### config.mk
export PLATFORM = sky130hd
export DESIGN_NAME = hms_time_counter
export DESIGN_NICKNAME = d
export VERILOG_FILES = /design/src/rtl/hms_time_counter.sv
export SDC_FILE = /design/constraint.sdc
export NUM_CORES = 1
export LEC_CHECK = 0
export CELL_PAD_IN_SITES_DETAIL_PLACEMENT = 1
export CELL_PAD_IN_SITES_GLOBAL_PLACEMENT = 1
export CORE_MARGIN = 5
export CORE_UTILIZATION = 40
export CTS_BUF_LIST = sky130_fd_sc_hd__clkbuf_2
export DETAILED_ROUTE_END_ITERATION = 10
export GPL_ROUTABILITY_DRIVEN = 0
export PLACE_DENSITY_LB_ADDON = 0.05
export SLEW_MARGIN = 40
export SYNTH_ARGS = -nofsm -noshare
export SYNTH_HDL_FRONTEND = slang
export SYNTH_SLANG_ARGS = --single-unit
### constraint.sdc
create_clock -name clk -period 5.3 [get_ports clk]
set_input_delay 1.06 -clock clk [delete_from_list [all_inputs] [get_ports clk]]
set_output_delay 1.06 -clock clk [all_outputs]
set_load 0.03 [all_outputs]
### src/rtl/hms_time_counter.sv
// Hours:minutes:seconds counter with a 1 Hz prescaler, cascaded digit
// rollover and a set mode for manual minute/hour adjustment.
module hms_time_counter #(
   parameter int unsigned CLK_DIV = 50_000_000
) (
   input  logic       clk,
   input  logic       rst_n,
   input  logic       run,
   input  logic       set_mode,
   input  logic       set_field,
   input  logic       adj,
   output logic [3:0] sec_o,
   output logic [2:0] sec_t,
   output logic [3:0] min_o,
   output logic [2:0] min_t,
   output logic [3:0] hr_o,
   output logic [1:0] hr_t,
   output logic       sec_pulse,
   output logic       day_wrap
);

   localparam int unsigned PW = $clog2(CLK_DIV);
   localparam logic [PW-1:0] PMAX = PW'(CLK_DIV - 1);

   logic [PW-1:0] presc_q, presc_d;
   logic          set_mode_q;
   logic [3:0]    sec_o_q, sec_o_d, min_o_q, min_o_d, hr_o_q, hr_o_d;
   logic [2:0]    sec_t_q, sec_t_d, min_t_q, min_t_d;
   logic [1:0]    hr_t_q, hr_t_d;
   logic          sec_pulse_q, sec_pulse_d, day_wrap_q, day_wrap_d;
   logic          tick;

   // Incremented digit pairs; ">=" limit compares make out-of-range values recover to 0.
   logic [3:0] sec_o_inc, min_o_inc, hr_o_inc;
   logic [2:0] sec_t_inc, min_t_inc;
   logic [1:0] hr_t_inc;
   logic       sec_carry, min_carry, hr_wrap;

   // +1 on each field, with carry/wrap flags out of the field
   always_comb begin
      sec_o_inc = sec_o_q + 4'd1;
      sec_t_inc = sec_t_q;
      sec_carry = 1'b0;
      if (sec_o_q >= 4'd9) begin
         sec_o_inc = '0;
         if (sec_t_q >= 3'd5) begin
            sec_t_inc = '0;
            sec_carry = 1'b1;
         end else begin
            sec_t_inc = sec_t_q + 3'd1;
         end
      end

      min_o_inc = min_o_q + 4'd1;
      min_t_inc = min_t_q;
      min_carry = 1'b0;
      if (min_o_q >= 4'd9) begin
         min_o_inc = '0;
         if (min_t_q >= 3'd5) begin
            min_t_inc = '0;
            min_carry = 1'b1;
         end else begin
            min_t_inc = min_t_q + 3'd1;
         end
      end

      hr_o_inc = hr_o_q + 4'd1;
      hr_t_inc = hr_t_q;
      hr_wrap  = 1'b0;
      if (hr_t_q > 2'd2 || (hr_t_q == 2'd2 && hr_o_q >= 4'd3)) begin
         hr_o_inc = '0;
         hr_t_inc = '0;
         hr_wrap  = 1'b1;
      end else if (hr_o_q >= 4'd9) begin
         hr_o_inc = '0;
         hr_t_inc = hr_t_q + 2'd1;
      end
   end

   // Next-state: prescaler, tick cascade, set-mode edits
   always_comb begin
      presc_d     = presc_q;
      sec_o_d     = sec_o_q;
      sec_t_d     = sec_t_q;
      min_o_d     = min_o_q;
      min_t_d     = min_t_q;
      hr_o_d      = hr_o_q;
      hr_t_d      = hr_t_q;
      sec_pulse_d = 1'b0;
      day_wrap_d  = 1'b0;
      tick        = 1'b0;

      if (set_mode) begin
         presc_d = '0;
         if (!set_mode_q) begin
            sec_o_d = '0;
            sec_t_d = '0;
         end
         if (adj && !set_field) begin
            min_o_d = min_o_inc;
            min_t_d = min_t_inc;
         end else if (adj && set_field) begin
            hr_o_d = hr_o_inc;
            hr_t_d = hr_t_inc;
         end
      end else if (run) begin
         if (presc_q >= PMAX) begin
            presc_d = '0;
            tick    = 1'b1;
         end else begin
            presc_d = presc_q + 1'b1;
         end
      end

      if (tick) begin
         sec_pulse_d = 1'b1;
         sec_o_d     = sec_o_inc;
         sec_t_d     = sec_t_inc;
         if (sec_carry) begin
            min_o_d = min_o_inc;
            min_t_d = min_t_inc;
            if (min_carry) begin
               hr_o_d     = hr_o_inc;
               hr_t_d     = hr_t_inc;
               day_wrap_d = hr_wrap;
            end
         end
      end
   end

   // State registers
   always_ff @(posedge clk or negedge rst_n) begin
      if (!rst_n) begin
         presc_q     <= '0;
         set_mode_q  <= 1'b0;
         sec_o_q     <= '0;
         sec_t_q     <= '0;
         min_o_q     <= '0;
         min_t_q     <= '0;
         hr_o_q      <= '0;
         hr_t_q      <= '0;
         sec_pulse_q <= 1'b0;
         day_wrap_q  <= 1'b0;
      end else begin
         presc_q     <= presc_d;
         set_mode_q  <= set_mode;
         sec_o_q     <= sec_o_d;
         sec_t_q     <= sec_t_d;
         min_o_q     <= min_o_d;
         min_t_q     <= min_t_d;
         hr_o_q      <= hr_o_d;
         hr_t_q      <= hr_t_d;
         sec_pulse_q <= sec_pulse_d;
         day_wrap_q  <= day_wrap_d;
      end
   end

   assign sec_o     = sec_o_q;
   assign sec_t     = sec_t_q;
   assign min_o     = min_o_q;
   assign min_t     = min_t_q;
   assign hr_o      = hr_o_q;
   assign hr_t      = hr_t_q;
   assign sec_pulse = sec_pulse_q;
   assign day_wrap  = day_wrap_q;

endmodule

==> impl_metrics.ini <==
[status]
status = complete, no violations

[route]
viasPerCell = 5.74
route.detailed.drc = 0
via_count = 2595
drtPass1Iterations = 4
postRouteAntennaNets = 0
drt_iter0_drc = 83
wirelength_um = 7590
drt-wirelength-per-cell_um = 16.8

[clocking]
cts_buffers = 5
clk_pin_slew_ns = 0.26
postCtsSetupBuffers = 0
cts_buffer_depth = 2
cts_resized = 0
cts_tree = done
holdBufCountCts = 0
h-tree-depth = 2
cts_root_buf = clkbuf_2
cts.sinks = 49
clk-insertion-delay-late_ns = 0.43

[power_and_ir_drop]
power.share.sequential_pct = 47.3
ir_worst_vdd_uv = 197
leakage_nw = 1.46
comb_power_share_pct = 38.0
swShare_pct = 39.5
intPower_uw = 609
power_density_mw_per_mm2 = 298
p_clk_share_pct = 14.7
p_switching_uw = 397

[place]
dp_hpwl_um = 5450
dpl-instance-area_sq_mm = 0.00333
numPortBuffers = 27
post-place-ws_ns = 1.93

[yosys]
synth_cells = 326
synth_area_leaders = dfrtp_1 41%, ha_1 6.3%, o21ai_0 4.2%
synth_edf_count = 0
synthTopCellsByCount = 49 x dfrtp_1, 25 x o21ai_0, 24 x nor2_1, 22 x inv_1, 21 x nand2_1
async_flop_share_pct = 100
seq_area_frac_synth_pct = 41.3
synth_warnings = 0
syn_nets = 347
synth.most_common_cell = dfrtp_1
synth_ff_type = dfrtp_1
yosys.area.top_type = dfrtp_1
synth_cell_types = 51
ys_ff_latch = 49
avgSynthCellArea_sq_um = 9.12
yosysTopAreaCellShare_pct = 41.3
netlist_area_sq_mm = 0.00297

[cells_and_area]
design_area_sq_mm = 0.00338
antenna_cells = 0
final-seq-area_sq_mm = 0.00123
multi_input_area_sq_mm = 0.00162
area_delta_synth_final_pct = 13.6
nets = 373
fillerInstances = 861
drive_above_1_share_pct = 6.23

[flow_run]
cap_violations = 0

[timing]
holdWs_ns = 0.543
finalCritPeriodShare_pct = 56.8
max_freq_mhz = 332
fin_ws_ns = 2.29
setup-violations-final = 0
rsz0062_at_grt = no
hold_viol = 0
setup_tns_ns = 0
fin_crit_ns = 3.01
maxSlewHeadroom_pct = 46.8
drv_slew = 0
skew_ns = 0.0316
max_slew.worst_pin.slew_ns = 0.798

[setup_path]
crit_chain = ha_1 > nand4_1 > o21ai_0 > a32oi_1 > nand3_1 > buf_4 > or3_1 > o21ai_0
critPathBufInv = 1
critical_path_class = reg -> reg
r2r-start = presc_q[0]$_DFFE_PN0P_
cp_num_cells = 8
cp.required_ns = 5.69
cp.arrival_ns = 3.40
critPathMaxFanout = 20
path_common_cell = o21ai_0
r2r_slack_ns = 2.29
critical_path.top_delay_family = simple AND/OR/NAND/NOR gates
reg2reg_depth = 8
cpMaxStageDelayCell = nand3_1
cpPeakStageDelay_ns = 0.57
r2r-end = presc_q[20]$_DFFE_PN0P_
startpoint_type = register
crit_path_end_kind = register

[worst_hold_path]
hold_path.class = reg -> reg
holdPathStages = 1
hp-start = hr_t[0]$_DFF_PN0_
holdPathEnd = hr_t[0]$_DFF_PN0_

[die]
die_w_um = 96.2
rows = 31
core_area_sq_mm = 0.00725
num_io_pins = 28
die_area_sq_mm = 0.00925
die_y_um = 96.2
start_util_pct = 41.0

[grt]
grt_pass1_vias = 2688
antenna_found_initial = 0
grt-ovfl-total = 0
top_usage_layer = met2
grt_use_met3_pct = 2.89
grt_usage_pct = 18.1
grt_max_degree = 50
met1_usage_pct = 24.4
grt_pass1_wl_um = 13200
met2_usage_pct = 29.8
## worst reg2reg max path, stage by stage, from the launching register on
cell and delay, ns:
dfrtp_1 0.48, ha_1 0.26, nand4_1 0.17, o21ai_0 0.13
a32oi_1 0.55, nand3_1 0.57, buf_4 0.40, or3_1 0.35
o21ai_0 0.07
## metal layers
layer / wire length [um] / part of all wire [%]
met2: 3730 / 49
met5: 0 / 0
met4: 85 / 1.1
met1: 3630 / 48
met3: 147 / 1.9
## kinds of logic after synthesis
kind of cell | count (synthesis) | synth area share [%]
AOI/OAI and AO/OA | 93 | 21.4
adders and majority gates | 15 | 6.32
buffers and inverters | 33 | 4.67
DFF | 49 | 41.3
muxes | 8 | 3.16
and+or+nand+nor | 128 | 23.2
## state kept, by name, indices dropped and copies added (netlist names)
register    cells
min_t           3
set_mode_q      1
sec_pulse       1
sec_t           3
day_wrap        1
sec_o           4
hr_t            2
presc_q        26
hr_o            4
min_o           4
## layout make-up
cell class / count / share of cell area (%)
clock buffer: 5 / 0.741
clock inverter: 3 / 0.371
inverter: 22 / 2.45
multi-input combinational: 244 / 47.9
sequential: 49 / 36.3
tap: 99 / 3.67
timing repair buffer: 30 / 8.52
## through the flow
stage          total power, mW  instances  util (%)
2_1_floorplan            0.719        326         -
3_3_place_gp             0.858        444      45.9
3_5_place_dp             0.865        444      45.9
4_1_cts                   1.02        452      46.4
5_1_grt                   1.08        452      46.5
6_report                  1.01        452      46.5
## placed cells by master (no fill, tap or decap), types with 4 or more instances in the layout
cell	instances
nor3_1	12
a21oi_1	7
nand4_1	6
nand2b_1	8
nand2_1	21
o21ai_0	25
dfrtp_1	49
nor4_1	8
nand3_1	12
nor3b_1	6
o21a_1	4
inv_1	22
ha_1	15
nor2b_1	4
a31oi_1	11
o22ai_1	5
a21o_1	14
clkdlybuf4s50_1	26
and3_1	5
clkbuf_2	5
nor2_1	24
or3_1	8
## power groups by stage
| stage | combinational, mW | sequential (mW) | clock [mW] |
|---|---|---|---|
| global route | 0.421 | 0.489 | 0.170 |
| CTS | 0.385 | 0.476 | 0.157 |
| finish | 0.382 | 0.476 | 0.148 |
| detailed placement | 0.383 | 0.482 | 0 |
| global placement | 0.377 | 0.481 | 0 |
| floorplan | 0.170 | 0.549 | 0 |
## how the worst max path moves through the flow
stage                                start                      end  slack (ns)
finish              presc_q[0]$_DFFE_PN0P_  presc_q[20]$_DFFE_PN0P_        2.29
global route        presc_q[0]$_DFFE_PN0P_  presc_q[19]$_DFFE_PN0P_        1.99
CTS                 presc_q[0]$_DFFE_PN0P_  presc_q[20]$_DFFE_PN0P_        2.26
detailed placement                set_mode       min_t[1]$_DFF_PN0_        1.93
global placement                  set_mode       min_t[0]$_DFF_PN0_        2.00
floorplan                         set_mode       min_t[0]$_DFF_PN0_        2.72
(Power assumes the default switching activity.)
